[src/rtl/spi_pkg.sv]
// Shared definitions for the SPI transmit/receive pair: frame state encoding,
// default payload width and the per-frame bit overhead.
package spi_pkg;

  typedef enum logic [2:0] {
    IDLE  = 3'd0,
    SETUP = 3'd1,
    LEAD  = 3'd2,
    SHIFT = 3'd3,
    TRAIL = 3'd4,
    HOLD  = 3'd5
  } spi_state_e;

  localparam int DATA_W_DEFAULT  = 10;
  localparam int CLK_DIV_DEFAULT = 16;

  // One lead bit plus one trail bit wrap every payload.
  localparam int FRAME_EXTRA = 2;

endpackage

[src/rtl/spi_clk_div.sv]
// Free-running divider with synchronous restart; tick_o marks the last count
// of each DIV-cycle interval while enabled.
module spi_clk_div #(
  parameter int DIV = 16
) (
  input  logic clk_i,
  input  logic rst_i,
  input  logic en_i,
  input  logic restart_i,
  output logic tick_o
);

  localparam int CW = (DIV > 2) ? $clog2(DIV) : 1;
  localparam logic [CW-1:0] LAST = CW'(DIV - 1);

  generate
    if (DIV < 2) begin : g_bad_div
      $error("spi_clk_div: DIV must be at least 2");
    end
  endgenerate

  logic [CW-1:0] cnt_q;
  logic [CW-1:0] cnt_d;

  always_comb begin
    cnt_d = cnt_q;
    if (restart_i) begin
      cnt_d = '0;
    end else if (en_i) begin
      cnt_d = (cnt_q == LAST) ? '0 : cnt_q + CW'(1);
    end
  end

  always_ff @(posedge clk_i or posedge rst_i) begin
    if (rst_i) begin
      cnt_q <= '0;
    end else begin
      cnt_q <= cnt_d;
    end
  end

  assign tick_o = en_i && !restart_i && (cnt_q == LAST);

endmodule

[src/rtl/spi_send.sv]
// Parallel-to-serial SPI transmitter: frames a DATA_W-bit word as lead 0,
// payload MSB-first, trail bit. Define SPI_SEND_PARITY_EN to send even parity as the trail bit.
module spi_send
  import spi_pkg::*;
#(
  parameter int DATA_W  = DATA_W_DEFAULT,
  parameter int CLK_DIV = CLK_DIV_DEFAULT
) (
  input  logic              CLK,
  input  logic              RST,
  input  logic [DATA_W-1:0] DataOUT,
  input  logic              Load,
  output logic              Ready,
  output logic              SCLK,
  output logic              SerialOUT,
  output logic              Enable,
  output logic              Done
);

  // Handshake: Load is taken on any rising CLK edge where Ready=1 (IDLE only);
  // a Load seen while Ready=0 is dropped, never queued.

  localparam int BW = (DATA_W > 1) ? $clog2(DATA_W) : 1;
  localparam logic [BW-1:0] LAST_BIT = BW'(DATA_W - 1);

  spi_state_e        state_q;
  logic [DATA_W-1:0] shift_q;
  logic [BW-1:0]     bit_q;
  logic              phase_q;
  logic              ready_q;
  logic              sclk_q;
  logic              sout_q;
  logic              enable_q;
  logic              done_q;
  logic              tick;
  logic              accept;
  logic              trail_bit;

  assign accept = (state_q == IDLE) && Load;

  spi_clk_div #(
    .DIV (CLK_DIV)
  ) u_clk_div (
    .clk_i     (CLK),
    .rst_i     (RST),
    .en_i      (state_q != IDLE),
    .restart_i (accept),
    .tick_o    (tick)
  );

`ifdef SPI_SEND_PARITY_EN
  logic parity_q;

  always_ff @(posedge CLK or posedge RST) begin
    if (RST) begin
      parity_q <= 1'b0;
    end else if (accept) begin
      parity_q <= ^DataOUT;
    end
  end

  assign trail_bit = parity_q;
`else
  assign trail_bit = 1'b0;
`endif

  // phase_q=0 is the low half of a full SCLK period, 1 the high half.
  always_ff @(posedge CLK or posedge RST) begin
    if (RST) begin
      state_q  <= IDLE;
      shift_q  <= '0;
      bit_q    <= '0;
      phase_q  <= 1'b0;
      ready_q  <= 1'b1;
      sclk_q   <= 1'b1;
      sout_q   <= 1'b0;
      enable_q <= 1'b0;
      done_q   <= 1'b0;
    end else begin
      done_q <= 1'b0;
      case (state_q)
        IDLE: begin
          if (Load) begin
            state_q  <= SETUP;
            shift_q  <= DataOUT;
            bit_q    <= '0;
            phase_q  <= 1'b0;
            ready_q  <= 1'b0;
            enable_q <= 1'b1;
            sclk_q   <= 1'b1;
          end
        end
        SETUP: begin
          if (tick) begin
            state_q <= LEAD;
            sclk_q  <= 1'b0;
            sout_q  <= 1'b0;
          end
        end
        LEAD: begin
          if (tick) begin
            if (!phase_q) begin
              sclk_q  <= 1'b1;
              phase_q <= 1'b1;
            end else begin
              state_q <= SHIFT;
              sclk_q  <= 1'b0;
              sout_q  <= shift_q[DATA_W-1];
              shift_q <= shift_q << 1;
              phase_q <= 1'b0;
            end
          end
        end
        SHIFT: begin
          if (tick) begin
            if (!phase_q) begin
              sclk_q  <= 1'b1;
              phase_q <= 1'b1;
            end else if (bit_q == LAST_BIT) begin
              state_q <= TRAIL;
              sclk_q  <= 1'b0;
              sout_q  <= trail_bit;
              phase_q <= 1'b0;
            end else begin
              bit_q   <= bit_q + BW'(1);
              sclk_q  <= 1'b0;
              sout_q  <= shift_q[DATA_W-1];
              shift_q <= shift_q << 1;
              phase_q <= 1'b0;
            end
          end
        end
        TRAIL: begin
          // The trail high half runs straight into HOLD with SCLK still high.
          if (tick) begin
            if (!phase_q) begin
              sclk_q  <= 1'b1;
              phase_q <= 1'b1;
            end else begin
              state_q <= HOLD;
              phase_q <= 1'b0;
            end
          end
        end
        HOLD: begin
          if (tick) begin
            state_q  <= IDLE;
            enable_q <= 1'b0;
            ready_q  <= 1'b1;
            done_q   <= 1'b1;
            sout_q   <= 1'b0;
          end
        end
        default: begin
          state_q <= IDLE;
        end
      endcase
    end
  end

  assign Ready     = ready_q;
  assign SCLK      = sclk_q;
  assign SerialOUT = sout_q;
  assign Enable    = enable_q;
  assign Done      = done_q;

endmodule
[config.mk]
export PLATFORM = sky130hd
export DESIGN_NAME = spi_send
export DESIGN_NICKNAME = d
export VERILOG_FILES = /design/src/rtl/spi_pkg.sv /design/src/rtl/spi_clk_div.sv /design/src/rtl/spi_send.sv
export SDC_FILE = /design/constraint.sdc
export NUM_CORES = 1
export LEC_CHECK = 0
export BUFFER_PORTS_ARGS = -buffer_cell sky130_fd_sc_hd__buf_2
export CORE_MARGIN = 1
export CORE_UTILIZATION = 40
export DETAILED_ROUTE_END_ITERATION = 8
export GPL_TIMING_DRIVEN = 0
export SETUP_SLACK_MARGIN = 0.4
export SLEW_MARGIN = 20
export SYNTH_ARGS = -nofsm -noshare
export SYNTH_HDL_FRONTEND = slang
export SYNTH_SLANG_ARGS = --single-unit
export TNS_END_PERCENT = 100
[constraint.sdc]
create_clock -name CLK -period 1.8 [get_ports CLK]
set_input_delay 0 -clock CLK [delete_from_list [all_inputs] [get_ports CLK]]
set_output_delay 0 -clock CLK [all_outputs]
set_load 0.01 [all_outputs]
==> results.json <==
{
  "drt-met1-wl_mm": 1.650,
  "firstDrtPassIters": 4,
  "cts_max_path_buffers": 2,
  "fp.dieW_um": 62.76,
  "grt_usage": 0.1937,
  "ir_drop_uv": 454.5,
  "synth_nets": 163,
  "synthTopCellsByArea": "dfrtp_1 (42%), mux2i_1 (8.1%), o21ai_0 (5.8%)",
  "gp_congestion": 0.8604,
  "ys_warn_count": 0,
  "timing.final.ws_setup_ns": 0.04627,
  "synth_top_area_frac": 0.4237,
  "regArea_um2": 681.9,
  "routedWlPerCell_um": 14.55,
  "synth_area_um2": 1476,
  "row_count": 21,
  "route.met2.wl_mm": 1.820,
  "vias": 1315,
  "io_buffers": 17,
  "multiInputGateArea_um2": 900.9,
  "drive_above_1_share": 0.5100,
  "drt-total-wl_mm": 3.579,
  "dp_hpwl_mm": 2.103,
  "area_growth_pct": 47.37,
  "crit_path_start_kind": "register",
  "max_freq_mhz": 570.2,
  "worst_pin_slew_ns": 0.5666,
  "postLayoutCellArea_um2": 2176,
  "setup_violations": 0,
  "ys.flop_type": "dfrtp_1",
  "power_density_nw_per_um2": 512.0,
  "core_area_um2": 3442,
  "drtIter0Drc": 26,
  "dp_slack_ns": -0.1236,
  "io_pins": 18,
  "dp.cells": 210,
  "run_status": "finished with violations",
  "die_h_um": 62.76,
  "antenna_left": 0,
  "antenna_found_initial": 0,
  "dpl_cell_area_um2": 1643,
  "arrival_ns": 1.93,
  "cts_tree": "done",
  "numCtsBuffers": 3,
  "synth-edff-count": 0,
  "violations": "negative hold slack",
  "synth_cells": 147,
  "maxCapViolations": 0,
  "start_util": 0.4289,
  "required_ns": 1.97,
  "grt_pass1_wl_mm": 6.065,
  "insertion_delay_ns": 0.27,
  "fin_cells": 246,
  "timing.hold.ws_ns": -0.002079,
  "rsz0062_at_grt": "true",
  "wl_met3_um": 58,
  "cp_max_fo": 2,
  "yosysTopAreaCell": "dfrtp_1",
  "grt-ovfl-total": 0,
  "hold_class": "input port to register",
  "drc_errors": 0,
  "nNetsFinal": 217,
  "cts_root_buf": "clkbuf_8",
  "leakage_uw": 0.0009722,
  "ys_async_sr_fraction": 1.000,
  "finClkSkew_ns": 0.003602,
  "synth-seq-cells": 27,
  "viasPerCell": 5.346,
  "hold_viol": 2,
  "drv_slew": 0,
  "synth_seq_area_share": 0.4593,
  "grt_pass1_vias": 1349,
  "period_share": 0.9743,
  "grt_max_degree": 28,
  "slew_headroom": 0.6217,
  "n_fill_cell": 284,
  "path_class": "register to register",
  "endpoint_kind": "register",
  "fin_crit_ns": 1.754,
  "num_antenna_cells": 0,
  "final_util": 0.6321,
  "synth.avg_cell_area_um2": 10.04,
  "die-area_um2": 3938,
  "synth.distinct_cells": 45,
  "clk_pin_slew_ns": 0.09,
  "cts.htree.levels": 1,
  "routed.top_layer": "met4",
  "cts.sinks": 27
}
==> Yosys cell counts, drive strengths merged (2+ instances only) <==
library cell / n
dfrtp: 25
nand2: 22
o21ai: 18
mux2i: 12
inv: 10
a21oi: 5
clkbuf: 4
buf: 3
ha: 3
nand3: 3
nor2: 3
a22o: 2
a41oi: 2
dfstp: 2
mux2: 2
nand2b: 2
nand4b: 2
nor3: 2
o31ai: 2
or3: 2
==> power breakdown <==
part | switching [uW] | internal (uW)
Clock | 193 | 159
Sequential | 12.6 | 617
Combinational | 70.6 | 62.0
==> worst paths after layout <==
kind,to,slack [ns],startpoint,depth (start not counted)
max,state_q[2],0.05,bit_q[1],6
min,shift_q[8],-0.002,DataOUT[8],3
max reg2reg,state_q[2],0.05,bit_q[1],6
min in group asynchronous,shift_q[5],0.32,RST,3
max in group asynchronous,state_q[2],1.08,RST,3
min reg2reg,SCLK,0.48,SCLK,2
==> registers in the layout, summed over array words and instances, names as in the netlist <==
register and flops:
Done 1, Enable 1, Ready 1, SCLK 1, SerialOUT 1, bit_q 4
phase_q 1, shift_q 10, state_q 3, u_clk_div.cnt_q 4
==> layout make-up <==
type / instances / area share
Multi-Input combinational cell: 103 / 0.4140
Sequential cell: 27 / 0.3134
Timing Repair Buffer: 49 / 0.1731
Buffer: 7 / 0.03508
Tap cell: 46 / 0.02645
Clock buffer: 4 / 0.02070
Inverter: 10 / 0.01725
==> logic make-up after synthesis <==
logic type / Yosys count / synth area share
compound gates: 39 / 0.1712
fa+ha+maj: 3 / 0.02543
buf+inv: 17 / 0.06865
flops: 27 / 0.4593
mux: 14 / 0.09661
simple gates: 47 / 0.1788
==> layer usage <==
layer,up-vias,track usage
met5,-,0
li1,636,-
met2,21,0.3302
met4,0,0.08140
met3,7,0.02190
met1,651,0.2474
==> stage by stage <==
step                TNS [ns]  total power [uW]
floorplan                  0             704.7
global placement     -0.7652             733.0
detailed placement    -1.241             736.1
CTS                        0              1100
global route        -0.01586              1159
finish                     0              1114
==> cell usage in the layout (no fill, tap or decap), drive strengths merged, types with 3 or more instances in the layout <==
cell,instances
a21oi,5
buf,49
clkbuf,7
dfrtp,25
dlygate4sd3,4
ha,3
inv,10
mux2i,12
nand2,22
nand3,3
nor2,3
o21ai,18
==> what timing repair did <==
| item | 4_1_cts | 5_1_grt |
|---|---|---|
| endpoints found under the setup margin | 24 | 27 |
| hold buffers | 3 | 1 |
| buffers inserted | 16 | 10 |
| pin swaps | 15 | 10 |
| cloned | 2 | 0 |
| gates resized for setup | 35 | 36 |
| endpoints found under the hold margin | 3 | 25 |
==> critical path, cell delays in order, from the launching register on <==
cell      delay, ns
dfrtp_1        0.39
inv_1          0.06
ha_1           0.16
nand3b_1       0.13
a21o_1         0.20
or4b_1         0.52
a22o_1         0.19
Power figures use the tool's default switching activity.
